File: config.mk
export PLATFORM = sky130hd
export DESIGN_NAME = reg_writeback
export DESIGN_NICKNAME = d
export VERILOG_FILES = /design/src/rtl/pico_pkg.sv /design/src/rtl/wb_fifo.sv /design/src/rtl/reg_writeback.sv
export SDC_FILE = /design/constraint.sdc
export NUM_CORES = 1
export LEC_CHECK = 0
export CAP_MARGIN = 15
export CORE_UTILIZATION = 49
export CTS_BUF_LIST = sky130_fd_sc_hd__clkbuf_8
export DETAILED_ROUTE_END_ITERATION = 8
export PLACE_DENSITY_LB_ADDON = 0.15
export SLEW_MARGIN = 30
export SYNTH_ARGS = -nofsm -noshare
export SYNTH_HDL_FRONTEND = slang
export SYNTH_SLANG_ARGS = --single-unit
File: constraint.sdc
create_clock -name clk -period 3.6 [get_ports clk]
set_input_delay 0.9 -clock clk [delete_from_list [all_inputs] [get_ports clk]]
set_output_delay 0.9 -clock clk [all_outputs]
set_load 0.02 [all_outputs]
File: src/rtl/pico_pkg.sv
// Shared types and sizing for the register write-back stage.
package pico_pkg;

    localparam int DATA_W     = 8;
    localparam int REG_ADDR_W = 3;
    localparam int WBQ_DEPTH  = 2;
    localparam int WBQ_PTR_W  = $clog2(WBQ_DEPTH);

    typedef logic [DATA_W-1:0]     data_t;
    typedef logic [REG_ADDR_W-1:0] reg_addr_t;

    // Occupancy of the write-back queue.
    typedef enum logic [1:0] {
        EMPTY,
        ONE,
        FULL
    } wbq_state_t;

endpackage

File: src/rtl/wb_fifo.sv
// Two-entry in-order write-back queue: storage, pointers and occupancy.
// Exposes the head (oldest) entry and, when full, the younger entry so the
// parent can forward from both.
module wb_fifo
    import pico_pkg::*;
(
    input  logic      clk,
    input  logic      reset,
    input  logic      push,
    input  reg_addr_t push_addr,
    input  data_t     push_data,
    input  logic      pop,
    output logic      full,
    output logic      empty,
    output reg_addr_t head_addr,
    output data_t     head_data,
    output logic      young_valid,
    output reg_addr_t young_addr,
    output data_t     young_data
);

    wbq_state_t state_q;
    wbq_state_t state_d;

    logic [WBQ_PTR_W-1:0] rd_ptr_q;
    logic [WBQ_PTR_W-1:0] wr_ptr_q;
    logic [WBQ_PTR_W-1:0] young_ptr;

    reg_addr_t mem_addr [WBQ_DEPTH];
    data_t     mem_data [WBQ_DEPTH];

    logic push_ok;
    logic pop_ok;

    // Pushes into a full queue and pops from an empty one are ignored.
    assign push_ok = push && (state_q != FULL);
    assign pop_ok  = pop  && (state_q != EMPTY);

    // Occupancy state register; reset empties the queue immediately.
    // NOTE: sequential state uses non-blocking (<=) so all flops update together at the edge.
    always_ff @(posedge clk or posedge reset) begin
        if (reset) state_q <= EMPTY;
        else       state_q <= state_d;
    end

    // Next occupancy from the push/pop pair.
    // NOTE: combinational blocks assign a default first so no path leaves a latch behind.
    always_comb begin
        state_d = state_q;
        unique case (state_q)
            EMPTY:   if (push_ok) state_d = ONE;
            ONE: begin
                if (push_ok && !pop_ok)      state_d = FULL;
                else if (!push_ok && pop_ok) state_d = EMPTY;
            end
            FULL:    if (pop_ok) state_d = ONE;
            default: state_d = EMPTY;
        endcase
    end

    // Read/write pointers advance on each accepted pop/push.
    always_ff @(posedge clk or posedge reset) begin
        if (reset) begin
            rd_ptr_q <= '0;
            wr_ptr_q <= '0;
        end else begin
            if (push_ok) wr_ptr_q <= wr_ptr_q + WBQ_PTR_W'(1);
            if (pop_ok)  rd_ptr_q <= rd_ptr_q + WBQ_PTR_W'(1);
        end
    end

    // Entry storage, written on push only.
    // NOTE: storage is not reset; occupancy alone decides which entries are visible.
    always_ff @(posedge clk) begin
        if (push_ok) begin
            mem_addr[wr_ptr_q] <= push_addr;
            mem_data[wr_ptr_q] <= push_data;
        end
    end

    assign young_ptr = rd_ptr_q + WBQ_PTR_W'(1);

    // Status flags and entry peeks; head reads as zero when empty.
    always_comb begin
        full        = (state_q == FULL);
        empty       = (state_q == EMPTY);
        head_addr   = empty ? '0 : mem_addr[rd_ptr_q];
        head_data   = empty ? '0 : mem_data[rd_ptr_q];
        young_valid = full;
        young_addr  = full ? mem_addr[young_ptr] : '0;
        young_data  = full ? mem_data[young_ptr] : '0;
    end

endmodule

File: src/rtl/reg_writeback.sv
// Register write-back stage: accepts ALU results, drops writes that target
// nothing, drains the queue into the register file when its port is free,
// and forwards queued data to operand reads.
module reg_writeback
    import pico_pkg::*;
(
    input  logic      clk,
    input  logic      reset,
    input  logic      res_valid,
    output logic      res_ready,
    input  data_t     alu_result,
    input  logic      wb_en,
    input  reg_addr_t wb_addr,
    input  logic      ram_busy,
    output logic      we_ram,
    output reg_addr_t Waddr_ram,
    output data_t     Wdata_ram,
    input  reg_addr_t rd_addr1,
    input  reg_addr_t rd_addr2,
    input  data_t     Rdata1_ram,
    input  data_t     Rdata2_ram,
    output data_t     fwd_data1,
    output data_t     fwd_data2,
    output logic      stall
);

    logic      q_full;
    logic      q_empty;
    logic      q_push;
    logic      q_pop;
    reg_addr_t head_addr;
    data_t     head_data;
    logic      young_valid;
    reg_addr_t young_addr;
    data_t     young_data;

    // Register 0 is hard-wired to zero; the younger entry wins over the head.
    function automatic data_t fwd_pick(input reg_addr_t rd, input data_t raw,
                                       input logic yv, input reg_addr_t ya, input data_t yd,
                                       input logic hv, input reg_addr_t ha, input data_t hd);
        if (rd == '0)             return '0;
        if (yv && (ya == rd))     return yd;
        if (hv && (ha == rd))     return hd;
        return raw;
    endfunction

    wb_fifo u_fifo (
        .clk         (clk),
        .reset       (reset),
        .push        (q_push),
        .push_addr   (wb_addr),
        .push_data   (alu_result),
        .pop         (q_pop),
        .full        (q_full),
        .empty       (q_empty),
        .head_addr   (head_addr),
        .head_data   (head_data),
        .young_valid (young_valid),
        .young_addr  (young_addr),
        .young_data  (young_data)
    );

    // Handshake, discard rule and single-port register-file write.
    always_comb begin
        res_ready = !q_full;
        stall     = q_full;
        q_push    = res_valid && res_ready && wb_en && (wb_addr != '0);
        we_ram    = !q_empty && !ram_busy;
        q_pop     = we_ram;
        Waddr_ram = head_addr;
        Wdata_ram = head_data;
    end

    // Operand forwarding from the queue ahead of the register file.
    always_comb begin
        fwd_data1 = fwd_pick(rd_addr1, Rdata1_ram, young_valid, young_addr, young_data,
                             !q_empty, head_addr, head_data);
        fwd_data2 = fwd_pick(rd_addr2, Rdata2_ram, young_valid, young_addr, young_data,
                             !q_empty, head_addr, head_data);
    end

endmodule

==> results of run 1 <==
metal layers:
layer  share of wire, %  vias to the layer above  track usage (%)
met5                  0                        -                0
met4                2.8                        0             14.0
met3                8.0                       15             4.62
met2                 48                       86             42.9
met1                 41                      775             32.2
li1                   -                      786                -
worst max path at each step:
| stage | slack (ps) | startpoint | endpoint |
|---|---|---|---|
| detailed placement | -490 | rd_addr1[2] | fwd_data1[7] |
| global placement | -410 | rd_addr1[2] | fwd_data1[7] |
| finish | 40 | rd_addr1[2] | fwd_data1[4] |
| floorplan | 600 | rd_addr2[2] | fwd_data2[0] |
| CTS | 20 | rd_addr1[2] | fwd_data1[7] |
| global route | -90 | rd_addr1[2] | fwd_data1[4] |
state kept, by name, summed over array words and instances (netlist names):
| name | cells |
|---|---|
| u_fifo.mem_data | 16 |
| u_fifo.mem_addr | 6 |
| u_fifo.state_q | 2 |
| u_fifo.rd_ptr_q | 1 |
| u_fifo.wr_ptr_q | 1 |
cell type report:
class                   instances  area share [%]
inverters                       4           0.580
multi-input cells             127            37.2
well taps                      46            2.22
flip-flops and latches         26            29.4
repair buffers                 86            28.8
clock buffers                   3            1.60
clock inverters                 1           0.145
cells in the mapped netlist:
| master | number | share of area [%] |
|---|---|---|
| nor2_1 | 40 | 8.7 |
| edfxtp_1 | 22 | 38 |
| mux2i_1 | 20 | 12 |
| nor3_1 | 18 | 5.2 |
| a221oi_1 | 15 | 7.6 |
| xnor2_1 | 13 | 6.6 |
| dfrtp_1 | 4 | 5.8 |
| inv_1 | 4 | 0.87 |
| buf_2 | 3 | 0.87 |
| buf_6 | 3 | 2.0 |
| or4_1 | 3 | 1.3 |
| a21oi_1 | 2 | 0.58 |
| clkbuf_1 | 2 | 0.43 |
| nor3_2 | 2 | 1.2 |
| nor4_4 | 2 | 2.5 |
| a221oi_2 | 1 | 0.87 |
| clkbuf_2 | 1 | 0.29 |
| mux2i_2 | 1 | 0.80 |
| mux2i_4 | 1 | 1.3 |
| nand2_1 | 1 | 0.22 |
| nand2b_1 | 1 | 0.36 |
| nand3_1 | 1 | 0.29 |
| nand4_1 | 1 | 0.36 |
| o21a_1 | 1 | 0.43 |
| o22ai_1 | 1 | 0.36 |
| or3_1 | 1 | 0.36 |
| or4_4 | 1 | 0.65 |
| xor2_1 | 1 | 0.51 |
worst max-delay path: cells and delay by family:
family,cells,cell delay (ps)
simple gates,3,770
xor+xnor,1,170
buf+inv,3,820
cells by family (layout without fill, tap and decap cells):
kind of cell | Yosys count | after routing | synth area share [%]
xor gates and xnor gates | 14 | 14 | 7.09
and+or+nand+nor | 71 | 71 | 21.0
muxes | 22 | 22 | 13.7
DFF | 26 | 26 | 44.0
AOI/OAI and AO/OA | 20 | 20 | 9.83
buffers and inverters | 13 | 94 | 4.41
stage by stage:
step | total power [mW] | instance area [µm²] | instances | hold slack (ps)
floorplan | 0.874 | 1730 | 166 | 468
global placement | 1.12 | 2540 | 289 | 487
detailed placement | 1.15 | 2540 | 289 | 493
CTS | 1.29 | 2510 | 293 | 509
global route | 1.38 | 2590 | 293 | 539
finish | 1.31 | 2590 | 293 | 505
repair_timing:
action / in CTS / in global routing
pin swaps: 1 / 4
setup endpoints to repair: 16 / 13
resized for setup: 86 / 15
buffers inserted: 0 / 0
where the power goes:
group | total (mW) | switching (mW) | internal, mW
Clock | 0.158 | 0.0813 | 0.0763
Combinational | 0.741 | 0.382 | 0.359
Sequential | 0.415 | 0.0439 | 0.371
==> run_results.csv, run 1 <==
group,metric,value,unit
outcome,status,"finished, final reports clean",
placed_design,port_buffers,67,
placed_design,dp_hpwl,3660,µm
drt,wl,4700,µm
sta,fin_worst_skew,4.95,ps
power_and_ir_drop,leakagePower,1.04,nW
sta,period_needed,3560,ps
logic_synthesis,yosysWarnings,0,
final_layout,fillCellCount,249,
logic_synthesis,synthCells,166,
worst_setup_path,worst-setup-path-type,"in -> out",
worst_setup_path,arrival,2660,ps
worst_hold_path,min_path_type,"reg -> reg",
sta,setup_viol,0,
worst_setup_path,r2r-start,"u_fifo.state_q[0]",
worst_setup_path,slowest_stage,"or4_4",
global_routing,grt_pass1_vias,1562,
drt,dr.pass1.iters,4,
logic_synthesis,synth_nets,204,
worst_hold_path,holdPathStages,1,
worst_setup_path,path_cells,"clkdlybuf4s50_1, buf_4, xnor2_1, or4_4, nor2_1, nor3_1, buf_4",
worst_hold_path,min_from,"u_fifo.wr_ptr_q",
worst_setup_path,crit_top_cell,"buf_4",
clock_network,cts_root_buffer,"clkbuf_8",
global_routing,grt_pass1_wl,7060,µm
global_routing,grt_max_degree,17,
drt,drt-initial-drc-count,164,
sta,finalSetupTns,0,ps
logic_synthesis,syn_area,1730,µm²
worst_setup_path,cp_max_fo,8,
final_layout,fin_nets,286,
global_routing,grt_overflow,0,
clock_network,path_clk_slew,70,ps
worst_setup_path,rr_worst_depth,3,
global_routing,antenna_found_initial,0,
clock_network,clockBufferDepth,2,
drt,drc,0,
clock_network,htree_levels,1,
final_layout,final_common_cell,"clkdlybuf4s50_1",
final_layout,layout-drive-gt1-share,23.9,%
sta,max_freq,281,MHz
final_layout,layout_common_cells,"clkdlybuf4s50_1 (47), nor2_1 (40), buf_4 (23)",
drt,antenna_left,0,
job,cap_violations,0,
logic_synthesis,synth_cell_types,28,
clock_network,clock_latency,270,ps
worst_setup_path,cp.required,2700,ps
floorplanning,boundaryPins,68,
global_routing,grt_usage,25.8,%
floorplanning,die_y,61.4,µm
sta,hold_viol,0,
worst_setup_path,rrSetupSlack,1310,ps
drt,viasPerCell,5.67,
final_layout,area_growth_syn_to_layout,49.5,%
worst_setup_path,r2r_end,"u_fifo.mem_addr[1][0]",
placed_design,dp_worst_setup_slack,-487,ps
sta,setup_slack,36.6,ps
final_layout,area.sequential,762,µm²
logic_synthesis,synth-seq-cells,26,
final_layout,multi_input_area,962,µm²
drt,wl_per_cell,16.0,µm
worst_setup_path,crit_path_end_kind,"output port",
drt,vias,1662,
power_and_ir_drop,peakVddDrop,0.448,mV
final_layout,final_util,76.9,%
worst_setup_path,startpoint_type,"primary input",
sta,fin_crit_sh,99.0,%
worst_setup_path,critPathMaxStageDelay,570,ps
power_and_ir_drop,power_density,508,nW/µm²
clock_network,cts_sinks,26,
final_layout,insertedDiodeCount,0,
logic_synthesis,synth_area_per_cell,10.4,µm²
clock_network,cts_made_buffers,3,
sta,worst_pin_slew,918,ps
worst_hold_path,min_to,"u_fifo.wr_ptr_q",
clock_network,cts_hold_buffers,0,
placed_design,gp_congestion,0.834,
sta,drv_slew,0,
logic_synthesis,ys_seq_area_share,44.0,%
floorplanning,die_w,61.4,µm
sta,slew-limit-headroom,38.3,%
floorplanning,num_rows,21,
clock_network,tritoncts,"done",
floorplanning,dieArea,3770,µm²
floorplanning,start_util,51.5,%
floorplanning,core,3360,µm²
(Power assumes the default switching activity.)
==> run 2, diff against run 1 <==
Settings changed: TNS_END_PERCENT set to 20.
==> run 2 against run 1 <==
- sequential power barely moved
- cell count unchanged
- flip-flop and latch count stayed put
- combinational power about the same
- routed wire length rose by 1.6%
- count of clock-buffer cells in the layout did not move
- setup slack worse by 3.0 ps
==> run_results.csv, run 2 (synthesized netlist as in run 1, its figures left out) <==
group,metric,value,unit
job,cap_violations,0,
drt,viasPerCell,5.78,
floorplanning,die_y,61.4,µm
clock_network,cts_root_buffer,"clkbuf_8",
clock_network,cts_hold_buffers,0,
global_routing,grt_pass1_wl,7040,µm
floorplanning,core,3360,µm²
worst_setup_path,crit_path_end_kind,"output port",
sta,fin_worst_skew,5.03,ps
clock_network,htree_levels,1,
placed_design,gp_congestion,0.834,
worst_hold_path,min_path_type,"reg -> reg",
final_layout,layout_common_cells,"clkdlybuf4s50_1 (47), nor2_1 (40), buf_4 (22), edfxtp_1 (22), mux2i_1 (19)",
worst_setup_path,startpoint_type,"primary input",
worst_setup_path,worst-setup-path-type,"in -> out",
power_and_ir_drop,peakVddDrop,0.449,mV
sta,fin_crit_sh,99.1,%
drt,wl,4770,µm
placed_design,postPlaceCellArea,2540,µm²
sta,setup_slack,33.6,ps
placed_design,dp_hpwl,3660,µm
clock_network,path_clk_slew,70,ps
global_routing,grt_usage,25.8,%
worst_setup_path,cp-startpoint,"rd_addr1[2]",
clock_network,cts_setup_buffers,0,
sta,setup_viol,0,
drt,wl_per_cell,16.3,µm
floorplanning,start_util,51.5,%
floorplanning,num_rows,21,
clock_network,cts_sinks,26,
sta,rsz0062_at_grt,"true",
sta,hold_viol,0,
worst_setup_path,arrival,2670,ps
final_layout,regMostFlops,"u_fifo.mem_data",
clock_network,cts_made_buffers,3,
sta,finalSetupTns,0,ps
power_and_ir_drop,power_density,506,nW/µm²
clock_network,tritoncts,"done",
drt,antenna_left,0,
placed_design,dp_worst_setup_slack,-487,ps
worst_hold_path,min_from,"u_fifo.wr_ptr_q",
global_routing,grt_max_degree,17,
worst_setup_path,cp.required,2700,ps
outcome,status,"finished, final reports clean",
worst_setup_path,cp_max_fo,8,
worst_setup_path,r2r-start,"u_fifo.state_q[0]",
sta,period_needed,3570,ps
final_layout,reg.largest.list,"u_fifo.mem_data (16), u_fifo.mem_addr (6), u_fifo.state_q (2)",
global_routing,antenna_found_initial,0,
drt,vias,1694,
clock_network,clock_latency,270,ps
sta,slew-limit-headroom,38.2,%
sta,drv_slew,0,
floorplanning,dieArea,3770,µm²
drt,drt-initial-drc-count,162,
power_and_ir_drop,leakagePower,1.04,nW
final_layout,largest_reg_flops,16,
final_layout,layout-drive-gt1-share,24.3,%
final_layout,fin_area,2600,µm²
final_layout,area_growth_syn_to_layout,50.2,%
final_layout,insertedDiodeCount,0,
clock_network,clockBufferDepth,2,
sta,max_freq,280,MHz
floorplanning,boundaryPins,68,
drt,drc,0,
final_layout,final_common_cell,"clkdlybuf4s50_1",
drt,dr.pass1.iters,4,
global_routing,grt_overflow,0,
sta,worst_pin_slew,920,ps
final_layout,fin_nets,286,
floorplanning,die_w,61.4,µm
final_layout,fillCellCount,247,
placed_design,port_buffers,67,
sta,timing.hold.ws,505,ps
global_routing,grt_pass1_vias,1559,
==> run 2: changes by cell type in the layout (fill, tap and decap cells not counted) <==
| cell | before | now |
|---|---|---|
| buf_2 | 12 | 7 |
| clkbuf_2 | 0 | 5 |
| a221oi_1 | 10 | 9 |
| a221oi_2 | 6 | 7 |
| buf_4 | 23 | 22 |
| buf_6 | 0 | 1 |
| dlygate4sd2_1 | 2 | 1 |
| dlymetal6s2s_1 | 2 | 3 |
| nor3_1 | 18 | 17 |
| nor3_2 | 2 | 3 |
| xnor2_1 | 10 | 11 |
| xnor2_2 | 3 | 2 |
==> run 2: what timing repair did <==
action                                  in CTS  in global routing
gates resized for setup                     66                 32
cloned                                       0                  0
endpoints found under the setup margin      16                 16
pin swaps                                    0                  5
==> run 2: critical path, cell delays in order <==
cell             delay [ps]
clkdlybuf4s50_1         450
buf_4                   160
xnor2_1                 170
or4_4                   560
nor2_1                  130
nor3_1                   70
buf_4                   220
==> run 2: cell type report <==
cell class	count	area (µm²)	area share, %
Clock buffer	3	41.3	1.59
Tap cell	46	57.6	2.21
Timing Repair Buffer	86	753	29.0
Inverter	4	15.0	0.578
Multi-Input combinational cell	127	966	37.2
Clock inverter	1	3.75	0.144
Sequential cell	26	762	29.3
==> run 2: per-layer routing <==
layer  vias up  routed length (µm)  track usage [%]
li1        787                   -                -
met1       789                2000             32.2
met2        99                2260             42.9
met3        19                 355             4.41
met4         0                 160             14.0
met5         -                   0                0
==> run 2: stage by stage <==
step	util, %	cells	power [mW]
floorplan	-	166	0.874
global placement	75.5	289	1.12
detailed placement	75.5	289	1.15
CTS	75.7	293	1.29
global route	77.3	293	1.38
finish	77.3	293	1.31
==> run 2: path summary, 6_finish.rpt <==
kind	end	slack (ps)	depth (start not counted)
max	fwd_data1[4]	30	7
min	u_fifo.wr_ptr_q	510	1
max reg2reg	u_fifo.mem_addr[1][0]	1300	3
min reg2reg	u_fifo.wr_ptr_q	510	1
max in group asynchronous	u_fifo.rd_ptr_q	2580	2
min in group asynchronous	u_fifo.state_q[0]	840	2
==> run 2: power breakdown <==
group          switching (mW)  internal [mW]  total [mW]  leakage (nW)
sequential             0.0440          0.371       0.415         0.250
combinational           0.384          0.358       0.742         0.767
clock                  0.0815         0.0763       0.158        0.0231
==> run 3, diff against run 2 <==
Settings changed: CORE_MARGIN set to 5.
==> run 3 against run 2 <==
- register-to-register slack gained 60 ps
- critical endpoint is now fwd_data1[2]
- critical path type unchanged
- utilization up 2.6 points
- die area rose by 28%
- count of clock-buffer cells in the layout did not move
- power up 8.1%
- combinational power grew 5.3%
- clock skew fell by 0.91 ps
- critical path depth is the same
==> run_results.csv, run 3 (synthesized netlist as in run 1, its figures left out) <==
group,metric,value,unit
final_layout,regMostFlops,"u_fifo.mem_data",
worst_setup_path,crit_path_end_kind,"output port",
final_layout,final_util,79.8,%
final_layout,fin_area,2710,µm²
global_routing,grt_usage,19.8,%
placed_design,postPlaceCellArea,2550,µm²
drt,vias,1666,
power_and_ir_drop,leakagePower,1.09,nW
sta,setup_viol,0,
floorplanning,die_y,69.4,µm
worst_setup_path,cp.required,2700,ps
placed_design,dp_hpwl,3910,µm
floorplanning,die_w,69.4,µm
clock_network,cts_made_buffers,3,
worst_setup_path,cp_max_fo,8,
clock_network,path_clk_slew,80,ps
sta,hold_viol,0,
drt,antenna_left,0,
sta,drv_slew,0,
global_routing,grt_pass1_wl,7970,µm
final_layout,area.sequential,761,µm²
clock_network,htree_levels,1,
global_routing,gr-max-usage-layer,"met2",
worst_hold_path,min_path_type,"reg -> reg",
final_layout,reg.largest.list,"u_fifo.mem_data (16), u_fifo.mem_addr (6), u_fifo.state_q (2)",
clock_network,clockBufferDepth,2,
floorplanning,dieArea,4820,µm²
clock_network,cts_sinks,26,
sta,slew-limit-headroom,38.3,%
drt,wl_per_cell,17.3,µm
sta,max_freq,283,MHz
global_routing,grt_pass1_vias,1653,
worst_setup_path,worst-setup-path-type,"in -> out",
placed_design,port_buffers,67,
clock_network,tritoncts,"done",
drt,drc,0,
final_layout,largest_reg_flops,16,
clock_network,cts_setup_buffers,0,
power_and_ir_drop,power_density,525,nW/µm²
sta,rsz0062_at_grt,"true",
drt,dr.pass1.iters,4,
final_layout,area_growth_syn_to_layout,56.4,%
placed_design,dp.cells,291,
final_layout,insertedDiodeCount,0,
drt,wl,5090,µm
outcome,status,"finished, final reports clean",
final_layout,layout-drive-gt1-share,30.5,%
placed_design,dp_worst_setup_slack,-465,ps
floorplanning,start_util,51.1,%
global_routing,grt_overflow,0,
final_layout,layout_common_cells,"clkdlybuf4s50_1 (46), nor2_1 (33), buf_4 (25)",
clock_network,cts_root_buffer,"clkbuf_8",
global_routing,grt.met3_usage,3.48,%
clock_network,clock_latency,270,ps
global_routing,grt_util_met2,33.3,%
worst_setup_path,arrival,2630,ps
sta,fin_worst_skew,4.12,ps
final_layout,multi_input_area,1030,µm²
drt,viasPerCell,5.65,
final_layout,fin_nets,288,
global_routing,met1_usage,24.7,%
drt,drt-initial-drc-count,98,
final_layout,final_common_cell,"clkdlybuf4s50_1",
global_routing,antenna_found_initial,0,
final_layout,fillCellCount,216,
power_and_ir_drop,peakVddDrop,0.504,mV
clock_network,cts_hold_buffers,0,
final_layout,fin_cells,295,
job,cap_violations,0,
floorplanning,core,3390,µm²
placed_design,gp_congestion,0.890,
floorplanning,num_rows,21,
sta,setup_slack,68.4,ps
worst_setup_path,startpoint_type,"primary input",
floorplanning,boundaryPins,68,
power_and_ir_drop,power,1.42,mW
sta,fin_crit_sh,98.1,%
global_routing,grt_max_degree,17,
sta,period_needed,3530,ps
sta,worst_pin_slew,919,ps
-- run 3: final timing paths --
| path | cells past startpoint | start | end | slack (ps) |
|---|---|---|---|---|
| max | 7 | rd_addr1[2] | fwd_data1[2] | 70 |
| min | 1 | u_fifo.wr_ptr_q | u_fifo.wr_ptr_q | 510 |
| max reg2reg | 3 | u_fifo.state_q[0] | u_fifo.mem_data[1][0] | 1360 |
| min reg2reg | 1 | u_fifo.wr_ptr_q | u_fifo.wr_ptr_q | 510 |
| max in group asynchronous | 2 | reset | u_fifo.rd_ptr_q | 2640 |
| min in group asynchronous | 2 | reset | u_fifo.wr_ptr_q | 810 |
-- run 3: cell type report --
class	instances	area share [%]
inverters	4	0.555
well taps	46	2.13
repair buffers	88	28.6
multi-input cells	127	38.0
flip-flops and latches	26	28.1
clock buffers	3	1.53
clock inverters	1	1.11
-- run 3: through the flow --
| stage | setup TNS [ps] | hold slack, ps |
|---|---|---|
| after floorplan | 0 | 468 |
| after global placement | -6280 | 487 |
| after detailed placement | -6780 | 490 |
| after CTS | -512 | 506 |
| after global routing | -51.0 | 530 |
| final | 0 | 508 |
-- run 3: critical path: stages --
cell             delay [ps]
clkdlybuf4s50_1         440
buf_4                   160
xnor2_2                 160
or4_4                   590
nor2_1                  130
nor3_1                   50
buf_2                   200
-- run 3: power breakdown --
part           internal [mW]  total, mW  switching [mW]
Sequential             0.370      0.405          0.0350
Clock                  0.149      0.236          0.0868
Combinational          0.375      0.781           0.407
Total                  0.893       1.42           0.528
-- run 3: repair_timing --
item | 4_1_cts | 5_1_grt
pin swaps | 0 | 7
endpoints found under the setup margin | 16 | 15
resized for setup | 64 | 54
-- run 3: per-layer routing --
layer | routed length (µm) | vias up
li1 | - | 792
met1 | 2030 | 777
met2 | 2480 | 86
met3 | 430 | 11
met4 | 140 | 0
met5 | 0 | -
